<file path="src/rtl/robot_drive_fsm.sv">
// Two-sensor robot drive controller: debounced sensors, ramped forward PWM,
// minimum brake hold and an optional timed reverse manoeuvre.
module robot_drive_fsm #(
  parameter int unsigned DEBOUNCE       = 4,
  parameter int unsigned BRAKE_HOLD     = 8,
  parameter int unsigned REVERSE_CYCLES = 16,
  parameter int unsigned PWM_W          = 8,
  parameter int unsigned RAMP_STEP      = 32,
  parameter int unsigned REV_DUTY       = 128,
  parameter bit          EN_REVERSE     = 1'b1
) (
  input  logic             clk,
  input  logic             reset,
  input  logic             enable,
  input  logic             S1,
  input  logic             S2,
  input  logic [PWM_W-1:0] max_duty,
  output logic             Z1,
  output logic             Z2,
  output logic             Z3,
  output logic [1:0]       state_o,
  output logic [PWM_W-1:0] duty_o
);

  localparam int unsigned DbW   = (DEBOUNCE > 1) ? $clog2(DEBOUNCE) : 1;
  localparam int unsigned HoldW = (BRAKE_HOLD > 1) ? $clog2(BRAKE_HOLD) : 1;
  localparam int unsigned RevW  = (REVERSE_CYCLES > 1) ? $clog2(REVERSE_CYCLES) : 1;

  localparam logic [DbW-1:0]   DbLast   = DbW'(DEBOUNCE - 1);
  localparam logic [HoldW-1:0] HoldLast = HoldW'(BRAKE_HOLD - 1);
  localparam logic [RevW-1:0]  RevLast  = RevW'(REVERSE_CYCLES - 1);
  localparam logic [PWM_W:0]   RampStep = (PWM_W + 1)'(RAMP_STEP);
  localparam logic [PWM_W-1:0] RevDuty  = PWM_W'(REV_DUTY);

  typedef enum logic [1:0] {
    StIdle    = 2'd0,
    StDrive   = 2'd1,
    StBrake   = 2'd2,
    StReverse = 2'd3
  } state_e;

  state_e           state_q, state_d;
  logic [HoldW-1:0] hold_q, hold_d;
  logic [RevW-1:0]  rev_q, rev_d;
  logic [PWM_W-1:0] duty_q, duty_d;
  logic [PWM_W-1:0] pwm_q;
  logic [PWM_W:0]   duty_sum;

  logic [1:0]     raw;
  logic [1:0]     filt_q;
  logic [DbW-1:0] db_cnt_q [2];
  logic           hold_done, rev_done;

  // Bit 1 is S1, bit 0 is S2, so filt_q is the condition code c directly.
  assign raw       = {S1, S2};
  assign hold_done = (hold_q == HoldLast);
  assign rev_done  = (rev_q == RevLast);

  always_ff @(posedge clk) begin
    if (reset) begin
      filt_q      <= '0;
      db_cnt_q[0] <= '0;
      db_cnt_q[1] <= '0;
    end else begin
      for (int i = 0; i < 2; i++) begin
        if (raw[i] == filt_q[i]) begin
          db_cnt_q[i] <= '0;
        end else if (db_cnt_q[i] == DbLast) begin
          filt_q[i]   <= raw[i];
          db_cnt_q[i] <= '0;
        end else begin
          db_cnt_q[i] <= db_cnt_q[i] + DbW'(1);
        end
      end
    end
  end

  always_ff @(posedge clk) begin
    if (reset) begin
      state_q <= StIdle;
      hold_q  <= '0;
      rev_q   <= '0;
      duty_q  <= '0;
      pwm_q   <= '0;
    end else begin
      state_q <= state_d;
      hold_q  <= hold_d;
      rev_q   <= rev_d;
      duty_q  <= duty_d;
      pwm_q   <= pwm_q + PWM_W'(1);
    end
  end

  always_comb begin
    state_d = state_q;
    case (state_q)
      StIdle: begin
        if (enable) begin
          if (filt_q == 2'b11)      state_d = StBrake;
          else if (filt_q != 2'b00) state_d = StDrive;
        end
      end
      StDrive: begin
        if (!enable || filt_q == 2'b11) state_d = StBrake;
        else if (filt_q == 2'b00)       state_d = StIdle;
      end
      StBrake: begin
        if (hold_done) begin
          if (!enable || filt_q == 2'b00) state_d = StIdle;
          else if (filt_q != 2'b11)       state_d = StDrive;
          else if (EN_REVERSE)            state_d = StReverse;
        end
      end
      StReverse: begin
        if (!enable || rev_done) state_d = StBrake;
      end
      default: state_d = StIdle;
    endcase
  end

  // Counters and duty restart whenever a state is entered from elsewhere.
  always_comb begin
    hold_d   = '0;
    rev_d    = '0;
    duty_d   = '0;
    duty_sum = {1'b0, duty_q} + RampStep;
    if (state_d == StBrake && state_q == StBrake) begin
      hold_d = hold_done ? hold_q : hold_q + HoldW'(1);
    end
    if (state_d == StReverse && state_q == StReverse) begin
      rev_d = rev_q + RevW'(1);
    end
    case (state_d)
      StDrive: begin
        if (state_q == StDrive) begin
          duty_d = (duty_sum > {1'b0, max_duty}) ? max_duty : duty_sum[PWM_W-1:0];
        end
      end
      StReverse: duty_d = RevDuty;
      default:   duty_d = '0;
    endcase
  end

  always_comb begin
    Z1      = (state_q == StDrive) && (pwm_q < duty_q);
    Z2      = (state_q == StBrake);
    Z3      = (state_q == StReverse) && (pwm_q < duty_q);
    state_o = state_q;
    duty_o  = duty_q;
  end

endmodule

</file>
<file path="config.mk">
export PLATFORM = sky130hd
export DESIGN_NAME = robot_drive_fsm
export DESIGN_NICKNAME = d
export VERILOG_FILES = /design/src/rtl/robot_drive_fsm.sv
export SDC_FILE = /design/constraint.sdc
export NUM_CORES = 1
export LEC_CHECK = 0
export CAP_MARGIN = 20
export CORE_UTILIZATION = 50
export CTS_BUF_LIST = sky130_fd_sc_hd__clkbuf_4
export DETAILED_ROUTE_END_ITERATION = 10
export MAX_ROUTING_LAYER = met4
export PLACE_DENSITY = 0.71
export SETUP_SLACK_MARGIN = 0.05
export SLEW_MARGIN = 20
export SYNTH_ARGS = -nofsm -noshare
export SYNTH_HDL_FRONTEND = slang
export SYNTH_SLANG_ARGS = --single-unit
</file>
<file path="constraint.sdc">
create_clock -name clk -period 2.6 [get_ports clk]
set_input_delay 0.52 -clock clk [delete_from_list [all_inputs] [get_ports clk]]
set_output_delay 0.52 -clock clk [all_outputs]
set_load 0.02 [all_outputs]
</file>
==> results.toml, run 1 <==
[run_status]
status = "finished clean"

[layout]
final_cells = 276
drive_gt1_share_pct = 12.2
diodes = 0
fin_nets = 264
nFillCells = 305
area_growth_pct = 24.7

[floorplanning]
rows = 21
coreArea_sq_um = 3360
chipWidth_um = 61.3
die-area_sq_um = 3760
ios = 26
die_h_um = 61.3
initial_core_util_pct = 52.3

[logic_synthesis]
synth_top_area_share_pct = 30.7
synth_cells = 193
yosysTopAreaCell = "dfxtp_1"
synth.distinct_cells = 39
ys_warn_count = 0
ys.flop_type = "dfxtp_1"
synthesis.area_sq_um = 1760
synth_area_per_cell_sq_um = 9.11
ys_seq_elements = 31
synth_area_leaders = "dfxtp_1, ha_1, edfxtp_1"
synth-edff-count = 4
async_flop_share_pct = 0
yosysSeqAreaShare_pct = 37.6

[critical_path]
r2r_slack_ns = 0.22
crit_type = "flip-flop to output pin"
critPathMaxStageDelay_ns = 0.33
path_cells = "inv_1, ha_4, a21o_1, a21o_1, a21oi_2, nand3b_1, a21oi_2, buf_4"
crit_fanout = 3
cp_data_arrival_time_ns = 1.95
critPathRequiredTime_ns = 2.08
cp_slowest_cell = "dfxtp_2"
rr_endpoint = "duty_o[7]"
startpoint = "duty_o[5]"
cp-start-kind = "flip-flop"
rr_worst_depth = 9
r2r-start = "duty_o[5]"
end_kind = "output pin"

[placement]
dp.cells = 268
port_buffers = 25
post-place-ws_ns = -0.0742
dp_hpwl_um = 2860
gp_congestion = 0.771

[min_path]
holdPathStages = 1
hold_class = "flip-flop to flip-flop"
holdPathEnd = "rev_q[0]"
min-delay-start = "rev_q[0]"

[clocking]
numCtsBuffers = 5
path_clk_slew_ns = 0.09
cts-root-buf = "clkbuf_4"
clockBufferDepth = 2
clk_latency_ns = 0.33
cts_sinks = 31
holdBufCountCts = 0
h-tree-depth = 2
post_cts.repair.setup_buffers = 0
cts_tree = "done"

[detailed_routing]
ant_nets = 0
avgViaCountPerCell = 5.36
wl_per_cell_um = 13.1
drt-total-wl_um = 3610
drt-initial-drc-count = 58
drt-pass1-iter-count = 4
via_count = 1480
route.detailed.drc = 0

[timing]
fin_crit_ns = 2.47
final_max_slew_viol_count = 0
hold_viol = 0
worst_slack_ns = 0.131
final.period_utilization_pct = 94.9
fin_skew_ns = 0.00946
max_freq_ghz = 0.405
grt_setup_unrepaired = "no"
fin_tns_setup_ns = 0
finalSetupViolCount = 0

[grt]
antenna_found_initial = 0
grt_pass1_wl_um = 5850
overflow = 0
grt_usage_pct = 22.4
grt_max_degree = 11
grt_pass1_vias = 1404

[pwr]
switching_share_pct = 23.2
power_frac_comb_pct = 10.1
power_density_nw_per_um2 = 440
peakVddDrop_mv = 0.389
p_sw_uw = 224
p_leak_uw = 0.000931
intPower_uw = 742
p_seq_share_pct = 52.3
p_clk_share_pct = 37.7

[run]
drv_cap = 0
[metal layers]
layer	track usage, %	part of all wire, %	vias up
met5	-	0	-
met4	11.4	2.0	0
met3	4.62	3.3	9
met2	38.0	51	31
met1	24.7	44	696
li1	-	-	744
[worst max-delay path by stage]
stage	end	slack, ns	cells past startpoint
global placement	duty_o[5]	0.02	8
detailed placement	duty_o[5]	-0.07	8
global route	Z1	0.02	8
floorplan	Z3	0.29	7
finish	Z1	0.13	8
CTS	Z3	0.07	8
[critical path, delay by kind of cell, from the launching register on]
| kind | cells | cell delay (ns) |
|---|---|---|
| adders and majority gates | 1 | 0.23 |
| buffers and inverters | 2 | 0.30 |
| and+or+nand+nor | 1 | 0.13 |
| DFF | 1 | 0.33 |
| AOI/OAI and AO/OA | 4 | 0.61 |
[metrics by stage]
stage | util (%) | instance area [sq um] | hold slack [ns] | total power (uW)
3_5_place_dp | 62.2 | 2090 | 0.439 | 612
6_report | 65.2 | 2190 | 0.452 | 966
2_1_floorplan | - | 1770 | 0.418 | 572
5_1_grt | 65.2 | 2190 | 0.505 | 1010
3_3_place_gp | 62.2 | 2090 | 0.432 | 605
4_1_cts | 64.5 | 2170 | 0.457 | 976
[flip-flops by register name (all words and copies together), names as in the netlist]
name / flops
pwm_q: 8
filt_q: 2
rev_q: 4
hold_q: 3
db_cnt_q: 4
duty_o: 8
state_o: 2
[timing repair]
item                       in CTS  in global routing
setup endpoints to repair       2                  2
pin swaps                       0                  1
resized for setup              11                  5
[power groups by stage]
stage	clock network (uW)	logic, uW	registers, uW
final	364	97.3	505
after global routing	394	109	507
after CTS	374	96.8	505
after detailed placement	0	95.7	516
after global placement	0	90.0	515
after floorplan	0	58.6	513
[area by class of cell]
class | instances | area (sq um) | area share, %
timing repair buffer | 30 | 283 | 12.9
inverter | 20 | 75.1 | 3.42
multi-input combinational | 141 | 1040 | 47.4
sequential | 31 | 662 | 30.2
clock inverter | 3 | 38.8 | 1.77
tap | 46 | 57.6 | 2.62
clock buffer | 5 | 37.5 | 1.71
[cell usage in the layout, fill, tap and decap left out, drive strengths merged, types with 2 or more instances in the layout]
cell type / synthesis / routed
a21o: 7 / 7
a21oi: 14 / 14
and3: 3 / 3
buf: 2 / 7
clkbuf: 2 / 5
clkdlybuf4s50: 0 / 23
clkinv: 0 / 2
conb: 1 / 4
dfxtp: 27 / 27
edfxtp: 4 / 4
ha: 22 / 22
inv: 20 / 20
mux2i: 4 / 4
nand2: 3 / 3
nand2b: 2 / 2
nand3: 16 / 16
nand4: 3 / 3
nor2: 21 / 21
nor2b: 3 / 3
nor3: 4 / 4
o211ai: 2 / 2
o21ai: 7 / 7
or3: 3 / 3
xnor2: 5 / 5
xor2: 8 / 8
[cells in the mapped netlist, types with 2 or more instances]
cell and count:
o21ai_0 6, clkbuf_1 2, a21oi_2 2, or3_1 3
edfxtp_1 4, nand2_1 3, nand4_1 2, mux2i_1 4
xor2_1 8, and3_1 3, nor2_1 21, a21o_1 7
dfxtp_1 27, nand2b_1 2, ha_1 22, inv_1 20
nor3_1 3, nand3_1 15, nor2b_1 3, o211ai_1 2
a21oi_1 12, xnor2_1 5
[logic make-up after synthesis]
family | after synthesis | share of synthesized area, %
simple gates | 63 | 19.3
compound gates | 35 | 12.9
flops | 31 | 37.6
buf+inv | 24 | 5.62
fa+ha+maj | 22 | 15.6
xor+xnor | 13 | 6.47
mux | 4 | 2.28
other cells | 1 | 0.213
No activity file was read; power rests on OpenSTA's default activity.
==> inputs of run 2 (changes only) <==
--- a/config.mk
+++ b/config.mk
@@ -6,9 +6,11 @@
 export NUM_CORES = 1
 export LEC_CHECK = 0
 export CAP_MARGIN = 20
+export CORE_MARGIN = 10
 export CORE_UTILIZATION = 50
 export CTS_BUF_LIST = sky130_fd_sc_hd__clkbuf_4
 export DETAILED_ROUTE_END_ITERATION = 10
+export GPL_TIMING_DRIVEN = 1
 export MAX_ROUTING_LAYER = met4
 export PLACE_DENSITY = 0.71
 export SETUP_SLACK_MARGIN = 0.05
==> run 2 against run 1 <==
Against the previous run: hold slack better by 0.0033 ns; sequential share of layout area hardly changed; highest routed layer unchanged; die area is 67% higher; final area is 0.11% lower; total power hardly changed.
==> results.toml, run 2 (same netlist as run 1, synthesis figures left out) <==
[run_status]
status = "finished clean"

[detailed_routing]
drt-initial-drc-count = 100
ant_nets = 0
route.detailed.drc = 0
drt-pass1-iter-count = 4
via_count = 1431
wl_per_cell_um = 14.3
avgViaCountPerCell = 5.20
drt-total-wl_um = 3930

[pwr]
power.total_uw = 967
p_leak_uw = 0.000926
power_density_nw_per_um2 = 441
peakVddDrop_mv = 0.389

[timing]
fin_tns_setup_ns = 0
fin_skew_ns = 0.00426
final_max_slew_viol_count = 0
final.period_utilization_pct = 95.5
max_freq_ghz = 0.403
grt_setup_unrepaired = "yes"
fin_crit_ns = 2.48
finalSetupViolCount = 0
hold_viol = 0

[floorplanning]
coreArea_sq_um = 3360
ios = 26
initial_core_util_pct = 52.3
die-area_sq_um = 6290
die_h_um = 79.3
chipWidth_um = 79.3
rows = 21

[critical_path]
cp-start-kind = "flip-flop"
crit_type = "flip-flop to output pin"
end_kind = "output pin"
cp_data_arrival_time_ns = 1.96
crit_fanout = 3
critPathRequiredTime_ns = 2.08
rr_worst_depth = 8

[grt]
overflow = 0
grt_usage_pct = 13.3
grt_pass1_wl_um = 6610
grt_max_degree = 11
grt_pass1_vias = 1470
antenna_found_initial = 0

[layout]
fin_nets = 263
drive_gt1_share_pct = 12.2
final_area_sq_um = 2190
area_growth_pct = 24.5
utilization_pct = 65.1
final_cell_mix = "dfxtp_1, clkdlybuf4s50_1, nor2_1, ha_1, inv_1"
diodes = 0
layout.cells.most_common = "dfxtp_1"
nFillCells = 294

[run]
drv_cap = 0

[placement]
port_buffers = 25
placed_area_sq_um = 2080
dp_hpwl_um = 3050
gp_congestion = 0.817

[clocking]
cts_tree = "done"
h-tree-depth = 2
clockBufferDepth = 2
path_clk_slew_ns = 0.09
numCtsBuffers = 5
post_cts.repair.setup_buffers = 0
cts-root-buf = "clkbuf_4"
cts_sinks = 31
clk_latency_ns = 0.33

[min_path]
hold_class = "flip-flop to flip-flop"
holdPathStages = 1
==> run 2: changes by cell type in the layout (fill, tap and decap cells not counted) <==
cell | previous run | this run
buf_4 | 7 | 5
buf_6 | 0 | 1
o21a_1 | 1 | 0
o21a_2 | 0 | 1
==> run 2: stage by stage <==
stage / hold slack, ns / setup slack [ns] / cells
2_1_floorplan: 0.418 / 0.287 / 196
3_3_place_gp: 0.430 / 0.0207 / 267
3_5_place_dp: 0.439 / -0.0557 / 267
4_1_cts: 0.456 / 0.0717 / 275
5_1_grt: 0.494 / 0.000505 / 275
6_report: 0.455 / 0.118 / 275
==> run 2: cell type report <==
class,instances,area (sq um),area share [%]
inverters,20,75.1,3.43
clock buffers,5,37.5,1.71
flip-flops and latches,31,662,30.2
multi-input cells,141,1040,47.5
well taps,46,57.6,2.63
repair buffers,29,279,12.7
clock inverters,3,38.8,1.77
==> run 2: power by group <==
| part | total (uW) | internal [uW] | switching [uW] |
|---|---|---|---|
| registers | 505 | 495 | 9.73 |
| logic | 99.2 | 50.3 | 48.9 |
| clock network | 363 | 198 | 165 |
| total | 967 | 743 | 224 |
==> run 2: path summary, 6_finish.rpt <==
path                                start        end  slack (ns)
worst min-delay path             rev_q[0]   rev_q[0]        0.46
worst min register to register   rev_q[0]   rev_q[0]        0.46
worst max register to register  duty_o[5]  duty_o[5]        0.24
worst max-delay path            duty_o[5]         Z1        0.12
==> run 2: what timing repair did <==
action / in CTS / in global routing
endpoints found under the setup margin: 2 / 3
hold buffers: 0 / 0
gates resized for setup: 11 / 7
pin swaps: 0 / 2
==> run 2: worst max-delay path: stages (launching register included) <==
cell and delay, ns:
dfxtp_2 0.33, inv_1 0.15, ha_4 0.23, a21o_1 0.16
a21o_1 0.18, a21oi_2 0.17, nand3b_1 0.12, a21oi_2 0.16
buf_6 0.14
==> run 2: per-layer routing <==
layer | track usage (%) | vias up | wire length, um
li1 | - | 740 | -
met1 | 14.7 | 654 | 1740
met2 | 21.9 | 30 | 1960
met3 | 4.17 | 7 | 170
met4 | 5.38 | 0 | 65
met5 | - | - | 0
==> inputs of run 3 (changes only) <==
--- a/config.mk
+++ b/config.mk
@@ -5,7 +5,9 @@
 export SDC_FILE = /design/constraint.sdc
 export NUM_CORES = 1
 export LEC_CHECK = 0
+export ABC_AREA = 1
 export CAP_MARGIN = 20
+export CORE_ASPECT_RATIO = 0.9
 export CORE_MARGIN = 10
 export CORE_UTILIZATION = 50
 export CTS_BUF_LIST = sky130_fd_sc_hd__clkbuf_4
==> run 3 against run 2 <==
Against the previous run: routed wire length down 4.0%; sequential share of layout area down 0.28 points; synthesized cell count up 23%; synthesized area up 3.8%; critical path depth up 2; hold slack better by 0.013 ns; worst setup slack better by 0.13 ns; critical endpoint unchanged.
==> results.toml, run 3 <==
[layout]
final_cell_mix = "inv_1, nand2_1, dfxtp_1, nor2_1, clkdlybuf4s50_1"
multi_input_area_sq_um = 1010
area_growth_pct = 20.8
nFillCells = 338
layout.cells.most_common = "inv_1"
seqCellArea_sq_um = 661
utilization_pct = 63.9
diodes = 0
drive_gt1_share_pct = 9.16
fin_nets = 307

[timing]
max_freq_ghz = 0.426
fin_crit_ns = 2.35
final.period_utilization_pct = 90.4
final_max_slew_viol_count = 0
finalSetupViolCount = 0
fin_tns_setup_ns = 0
grt_setup_unrepaired = "yes"
hold_viol = 0
fin_skew_ns = 0.00384
holdWs_ns = 0.468

[logic_synthesis]
synthesis.area_sq_um = 1830
ys_seq_elements = 31
synth-edff-count = 4
synth_area_leaders = "dfxtp_1, ha_1, inv_1"
synth_top_area_share_pct = 29.6
synth_cells = 238
async_flop_share_pct = 0
synth_area_per_cell_sq_um = 7.68
synth-simple-area-share_pct = 27.7
synth_commonest_cells = "inv_1, nand2_1, dfxtp_1"
synthAdderAreaFrac_pct = 15.1
synth.distinct_cells = 30
yosysSeqAreaShare_pct = 36.2
synthMuxAreaShare_pct = 0
synth_compound_gate_area_share_pct = 9.04
yosysTopAreaCell = "dfxtp_1"
synth_most_common_cell = "inv_1"
ys.flop_type = "dfxtp_1"
synth_top_family_by_area = "simple AND/OR/NAND/NOR gates"
ys_warn_count = 0
synth-xor-area-share_pct = 2.40

[detailed_routing]
wl_per_cell_um = 11.9
drt-pass1-iter-count = 4
ant_nets = 0
avgViaCountPerCell = 4.88
drt-initial-drc-count = 54
via_count = 1546
drt-total-wl_um = 3770
route.detailed.drc = 0

[clocking]
clk_latency_ns = 0.33
cts-root-buf = "clkbuf_4"
path_clk_slew_ns = 0.10
numCtsBuffers = 5
h-tree-depth = 2
cts_tree = "done"
clockBufferDepth = 2
cts_sinks = 31

[floorplanning]
ios = 26
chipWidth_um = 83.7
die_h_um = 77.3
die-area_sq_um = 6470
initial_core_util_pct = 52.9
coreArea_sq_um = 3450
rows = 20

[min_path]
hold_class = "flip-flop to flip-flop"
holdPathEnd = "rev_q[0]"
holdPathStages = 1
min-delay-start = "rev_q[0]"

[run_status]
status = "finished clean"

[pwr]
p_seq_share_pct = 51.8
power.total_uw = 980
p_leak_uw = 0.000991
p_sw_uw = 237
peakVddDrop_mv = 0.407
intPower_uw = 743
switching_share_pct = 24.2
p_clk_share_pct = 37.3
power_density_nw_per_um2 = 444
power_frac_comb_pct = 10.9

[grt]
antenna_found_initial = 0
grt_usage_pct = 11.8
overflow = 0
grt_pass1_wl_um = 6350
grt_max_degree = 14
grt_pass1_vias = 1435

[critical_path]
rr_endpoint = "duty_o[7]"
rr_worst_depth = 12
r2r-start = "duty_o[6]"
r2r_slack_ns = 0.42
critPathRequiredTime_ns = 2.08
startpoint = "duty_o[1]"
crit_fanout = 4
end_kind = "output pin"
crit_type = "flip-flop to output pin"
cp-start-kind = "flip-flop"
cp_data_arrival_time_ns = 1.83

[placement]
port_buffers = 25
dp_hpwl_um = 3030
gp_congestion = 0.831

[run]
drv_cap = 0
==> run 3: what timing repair did <==
| item | CTS | global route |
|---|---|---|
| endpoints found under the setup margin | 2 | 2 |
| resized for setup | 2 | 4 |
| buffers inserted | 0 | 0 |
| pin swaps | 0 | 0 |
| hold buffers | 0 | 0 |
==> run 3: power by group through the flow <==
stage	Combinational, uW	Sequential, uW	Clock (uW)
floorplan	64.9	518	0
global placement	106	518	0
detailed placement	108	519	0
CTS	108	508	373
global route	121	510	399
finish	107	508	365
==> run 3: through the flow <==
stage | instances | area (sq um) | setup slack [ns]
2_1_floorplan | 241 | 1840 | 0.551
3_3_place_gp | 309 | 2140 | 0.204
3_5_place_dp | 309 | 2140 | 0.142
4_1_cts | 317 | 2210 | 0.0449
5_1_grt | 317 | 2210 | 0.0459
6_report | 317 | 2210 | 0.251
==> run 3: how the worst max path moves through the flow <==
stage | to | slack, ns
final | Z1 | 0.25
after floorplan | Z1 | 0.55
after global placement | Z3 | 0.20
after detailed placement | Z1 | 0.14
after CTS | Z1 | 0.04
after global routing | Z1 | 0.05
==> run 3: cell type report <==
class | instances | share of cell area, %
clock buffer | 5 | 1.70
clock inverter | 3 | 1.76
inverter | 43 | 7.31
multi-input combinational | 165 | 45.6
sequential | 31 | 29.9
tap | 44 | 2.49
timing repair buffer | 26 | 11.2
==> run 3: critical path: stages, from the launching register on <==
cell and delay [ns]:
dfxtp_1 0.40, inv_1 0.07, ha_1 0.29, o21ai_0 0.07
nand2_1 0.08, nand3_1 0.06, nand2_1 0.07, nand4_1 0.07
nand3_1 0.10, nor2_1 0.10, clkbuf_2 0.18
==> run 3: cell families (layout without fill, tap and decap cells) <==
family | count (synthesis) | in the layout
AO/OA/AOI/OAI | 31 | 31
AND/OR/NAND/NOR | 103 | 103
buffers and inverters | 45 | 77
adder cells (fa/ha/maj) | 22 | 22
XOR/XNOR | 5 | 5
flip-flops | 31 | 31
other | 1 | 4
==> run 3: per-layer routing <==
layer,routed length (um),part of all wire [%],track usage [%],up-vias
met5,0,0,-,-
met4,37,0.98,3.85,0
met3,103,2.7,4.07,5
met2,1700,45,17.3,16
met1,1930,51,14.9,682
li1,-,-,-,843
